[config.mk]
export PLATFORM = sky130hd
export DESIGN_NAME = io_port
export DESIGN_NICKNAME = d
export VERILOG_FILES = /design/src/rtl/io_port.sv
export SDC_FILE = /design/constraint.sdc
export NUM_CORES = 1
export LEC_CHECK = 0
export ABC_AREA = 1
export CAP_MARGIN = 20
export CORE_ASPECT_RATIO = 1.4
export CORE_MARGIN = 2
export CORE_UTILIZATION = 40
export DETAILED_ROUTE_END_ITERATION = 16
export PLACE_DENSITY = 0.78
export RECOVER_POWER = 50
export SLEW_MARGIN = 30
export SYNTH_ARGS = -nofsm -noshare
export SYNTH_HDL_FRONTEND = slang
export SYNTH_SLANG_ARGS = --single-unit
[constraint.sdc]
create_clock -name clk -period 2.2 [get_ports clk]
set_input_delay 0.22 -clock clk [delete_from_list [all_inputs] [get_ports clk]]
set_output_delay 0.22 -clock clk [all_outputs]
set_load 0.05 [all_outputs]
[src/rtl/io_port.sv]
// Memory-mapped CPU I/O port: 1-word input buffer and 1-word output buffer.
// Define IO_PORT_OUTFIFO_EN to replace the output buffer with a 4-entry FIFO.
module io_port (
   input  logic        clk,
   input  logic        rst_n,
   input  logic        in_sig,
   input  logic        out_sig,
   input  logic [15:0] wr_data,
   output logic [15:0] rd_data,
   output logic        stall,
   input  logic [15:0] ext_in_data,
   input  logic        ext_in_valid,
   output logic        ext_in_ready,
   output logic [15:0] ext_out_data,
   output logic        ext_out_valid,
   input  logic        ext_out_ready
);

   logic        in_full_q, in_full_d;
   logic [15:0] in_buf_q, in_buf_d;
   logic        write_accept;
   logic        in_stall, out_stall;
   logic        in_xfer, in_consume;
   logic        out_push, out_pop;

   // A stall from either side blocks the other side's commit as well.
   always_comb begin
      in_stall     = in_sig & ~in_full_q;
      out_stall    = out_sig & ~write_accept;
      stall        = rst_n & (in_stall | out_stall);
      ext_in_ready = rst_n & (~in_full_q | (in_sig & in_full_q & ~out_stall));
      in_xfer      = ext_in_valid & ext_in_ready;
      in_consume   = in_sig & in_full_q & ~out_stall;
      out_push     = out_sig & write_accept & ~in_stall;
      rd_data      = (in_sig & in_full_q) ? in_buf_q : 16'h0000;
   end

   always_comb begin
      in_full_d = in_full_q;
      in_buf_d  = in_buf_q;
      if (in_xfer) begin
         in_full_d = 1'b1;
         in_buf_d  = ext_in_data;
      end else if (in_consume) begin
         in_full_d = 1'b0;
      end
   end

   always_ff @(posedge clk or negedge rst_n) begin
      if (!rst_n) begin
         in_full_q <= 1'b0;
         in_buf_q  <= 16'h0000;
      end else begin
         in_full_q <= in_full_d;
         in_buf_q  <= in_buf_d;
      end
   end

`ifdef IO_PORT_OUTFIFO_EN
   logic [15:0] mem_q [4];
   logic [15:0] mem_d [4];
   logic [1:0]  wptr_q, wptr_d, rptr_q, rptr_d;
   logic [2:0]  cnt_q, cnt_d;

   always_comb begin
      write_accept  = (cnt_q != 3'd4) | ext_out_ready;
      out_pop       = (cnt_q != 3'd0) & ext_out_ready;
      ext_out_valid = (cnt_q != 3'd0);
      ext_out_data  = mem_q[rptr_q];
   end

   // Push at count 4 with a pop overwrites the slot being read out this cycle.
   always_comb begin
      mem_d  = mem_q;
      wptr_d = wptr_q;
      rptr_d = rptr_q;
      cnt_d  = cnt_q;
      if (out_push) begin
         mem_d[wptr_q] = wr_data;
         wptr_d        = wptr_q + 2'd1;
      end
      if (out_pop) begin
         rptr_d = rptr_q + 2'd1;
      end
      if (out_push && !out_pop) begin
         cnt_d = cnt_q + 3'd1;
      end else if (!out_push && out_pop) begin
         cnt_d = cnt_q - 3'd1;
      end
   end

   always_ff @(posedge clk or negedge rst_n) begin
      if (!rst_n) begin
         for (int i = 0; i < 4; i++) begin
            mem_q[i] <= 16'h0000;
         end
         wptr_q <= 2'd0;
         rptr_q <= 2'd0;
         cnt_q  <= 3'd0;
      end else begin
         mem_q  <= mem_d;
         wptr_q <= wptr_d;
         rptr_q <= rptr_d;
         cnt_q  <= cnt_d;
      end
   end
`else
   logic        out_full_q, out_full_d;
   logic [15:0] out_buf_q, out_buf_d;

   always_comb begin
      write_accept  = ~out_full_q | ext_out_ready;
      out_pop       = out_full_q & ext_out_ready;
      ext_out_valid = out_full_q;
      ext_out_data  = out_buf_q;
   end

   always_comb begin
      out_full_d = out_full_q;
      out_buf_d  = out_buf_q;
      if (out_push) begin
         out_full_d = 1'b1;
         out_buf_d  = wr_data;
      end else if (out_pop) begin
         out_full_d = 1'b0;
      end
   end

   always_ff @(posedge clk or negedge rst_n) begin
      if (!rst_n) begin
         out_full_q <= 1'b0;
         out_buf_q  <= 16'h0000;
      end else begin
         out_full_q <= out_full_d;
         out_buf_q  <= out_buf_d;
      end
   end
`endif

endmodule

==> summary.md <==
| Metric | Value |
|---|---|
| Die W | `~57 um` |
| I/O pin count | `73` |
| Hpwl dp | `2670 um` |
| Vias post-DR | `around 1400` |
| Compound-cell area share of the yosys netlist | `between 5 and 6%` |
| Initial DRC Count | `28` |
| Drt via density | `around 4.6` |
| Post-layout nets | `about 300` |
| Row cnt | `26` |
| TritonCTS clock tree | `done` |
| Antenna cells | `0` |
| Reported max-cap violation count | `0` |
| DRC viols | `0` |
| Post-synth top area cell | `dfrtp_1` |
| Die Area | `~4400 sq um` |
| Worst R2R Start | `ext_out_valid$_DFFE_PN0P_` |
| Share of cell area taken by muxes after synthesis | `0%` |
| Cell Int Power | `1.29 mW` |
| Area Growth Syn to Fin | `60.7%` |
| LEAKAGE | `~1.3 nW` |
| Worst-Skew Late Latency | `between 0.2 and 0.3 ns` |
| Worst IR drop on VDD | `a little over 0.0006 V` |
| Synth top area cells | `dfrtp_1 54%, nand2_1 12%, inv_1 8.4%` |
| Crit. End Element | `primary output` |
| Global route overflow | `0` |
| Initial Util | `between 40% and 50%` |
| Post-Synth Simple-Gate Area | `27.0%` |
| Final hold violation count | `0` |
| Inst Count DP | `between 200 and 300` |
| Placer congestion estimate | `between 0.7 and 0.8` |
| Mapped Cells | `~190` |
| Yosys cell types | `15` |
| Crit path max fanout | `16` |
| Setup tns final | `0 ns` |
| Initial antenna violation count | `0` |
| Worst Tran Pin Value | `approximately 0.61 ns` |
| Cell area after synthesis | `~1600 sq um` |
| Hold crit path type | `in2async` |
| Net Count, Synth | `about 230` |
| RSZ-0062 raised after global routing | `no` |
| Yosys warnings | `0` |
| First-pass GRT wire length | `6200 um` |
| GRT Util Overall | `between 10% and 20%` |
| Data required, critical path | `1.98 ns` |
| Reg2reg end | `in_buf_q[8]$_DFFE_PN0P_` |
| Setup Skew | `between 0.004 and 0.005 ns` |
| Chip height | `slightly below 80 um` |
| Avg WL per Cell | `about 12 um` |
| Slew HR | `around three fifths` |
| Logic gate share of total power | `between 30% and 40%` |
| Core Footprint | `~3700 sq um` |
| Fill cells | `314` |
| Yosys reg bits | `34` |
| Fin crit period | `1.81 ns` |
| Max-slew violation count | `0` |
| Post-route cell area | `2520 sq um` |
| CTS Buffer Depth | `2` |
| Mean post-synth cell area | `8.39 sq um` |
| Vias in the first global route | `around 1400` |
| Share of cells above drive strength 1 | `approximately 12%` |
| Worst hold slack | `0.343 ns` |
| Adder-cell area share of the yosys netlist | `0%` |
| Final ANT Viol Nets | `0` |
| Period utilisation layout | `82.4%` |
| Htree depth | `2` |
| # resized after CTS | `0` |
| Power density over the cells | `between 800 and 900 nW/um^2` |
| Main combinational cell family by area after synthesis | `simple AND/OR/NAND/NOR gates` |
| Worst r2r path cells | `6` |
| Port Buffers | `slightly above 70` |
| Clk pin slew, worst setup/hold paths | `0.06 ns` |
| Post-Route WL | `3590 um` |
| Critical path type | `reg2out` |
| Setup slack, reg-to-reg | `roughly 0.57 ns` |
| Clk network pwr share | `between 20% and 30%` |
| Sw Ratio | `about 37%` |
| Setup violations, final | `0` |
| Share of total power in sequential cells | `a little under 40%` |
| Sequential area share after synthesis | `a little over half` |
| Fmax | `0.552 GHz` |
| Root Driver | `clkbuf_8` |
| Layout Cells excl Fill | `between 300 and 400` |
| # clock sinks | `34` |
| Crit path arrival time | `around 1.6 ns` |
| Detailed Routing Iterations Pass 1 | `4` |
| Status | `finished clean` |
| Switching Power | `slightly below 0.8 mW` |
| CTS Buf Count | `5` |
| Worst setup SP type | `register` |
| Synth Area in XOR/XNOR | `0%` |
| Synth top area share | `a little over half` |
| Largest net degree at the start of global routing | `39` |
| DP Area | `approximately 2400 sq um` |
## kinds of logic (layout without fill, tap and decap cells)
kind of cell,count (synthesis),after routing
AND/OR/NAND/NOR,90,90
buffers and inverters,45,118
flip-flops,34,34
AO/OA/AOI/OAI,18,18
## registers in the layout (all words and copies together) (netlist names)
name	flops
in_full_q	1
ext_out_data	16
ext_out_valid	1
in_buf_q	16
## power by group through the flow
stage / Sequential [mW] / Combinational (mW) / Clock, mW
2_1_floorplan: 1.03 / 0.259 / 0
3_3_place_gp: 0.814 / 0.793 / 0
3_5_place_dp: 0.818 / 0.804 / 0
4_1_cts: 0.811 / 0.808 / 0.479
5_1_grt: 0.825 / 0.853 / 0.512
6_report: 0.810 / 0.792 / 0.466
## worst max path at each step
stage / from / endpoint / slack [ns] / depth (start not counted)
after global routing: in_full_q$_DFFE_PN0P_ / rd_data[14] / 0.26 / 3
after global placement: in_sig / rd_data[6] / 0.38 / 4
after floorplan: ext_out_valid$_DFFE_PN0P_ / stall / 0.40 / 2
after CTS: in_full_q$_DFFE_PN0P_ / rd_data[14] / 0.33 / 3
final: in_full_q$_DFFE_PN0P_ / rd_data[14] / 0.39 / 3
after detailed placement: in_sig / rd_data[14] / 0.32 / 4
## Yosys cell counts
library cell and number:
nand3_2 1, o21ai_1 3, buf_8 1, nand2_4 1
nand3_4 2, a21oi_1 2, buf_2 7, o21ai_0 13
buf_6 2, inv_1 35, nand2_1 52, nand2_2 2
nor2_1 16, nand4_1 16, dfrtp_1 34
## final cells by class
class,instances,area [sq um],area share [%]
repair buffers,75,896,35.5
inverters,35,131,5.21
well taps,42,52.6,2.08
multi-input cells,108,499,19.8
clock buffers,7,86.3,3.42
flip-flops and latches,34,851,33.7
clock inverters,1,5.00,0.199
## worst max-delay path, stage by stage, from the launching register on
cell     delay [ns]
dfrtp_1        0.43
nand2_1        0.36
nor2_1         0.34
buf_12         0.18
## repair_timing
action                    CTS  global route
buffers inserted            0             0
hold endpoints to repair    7             0
hold buffers                1             0
## stage by stage
stage	worst slack, ns	power [mW]	util [%]
floorplan	0.405	1.29	-
global placement	0.383	1.61	65.7
detailed placement	0.323	1.62	65.7
CTS	0.327	2.10	68.4
global route	0.265	2.19	68.0
finish	0.387	2.07	68.0
## cells in the final DEF (no fill, tap or decap), types with 2 or more instances in the layout
cell             netlist  layout
nand2_1               52      53
clkdlybuf4s50_1        0      53
inv_1                 35      35
dfrtp_1               34      34
nor2_1                16      16
nand4_1               16      16
buf_12                 0      16
o21ai_0               13      15
clkbuf_8               0       6
buf_4                  0       4
a21oi_1                2       2
## layer usage
metal	wire (um)	GRT usage [%]	vias up
li1	-	-	715
met1	1310	18.8	623
met2	1870	31.1	55
met3	341	7.74	5
met4	61	9.07	0
met5	0	0	-
(Power assumes the default switching activity.)
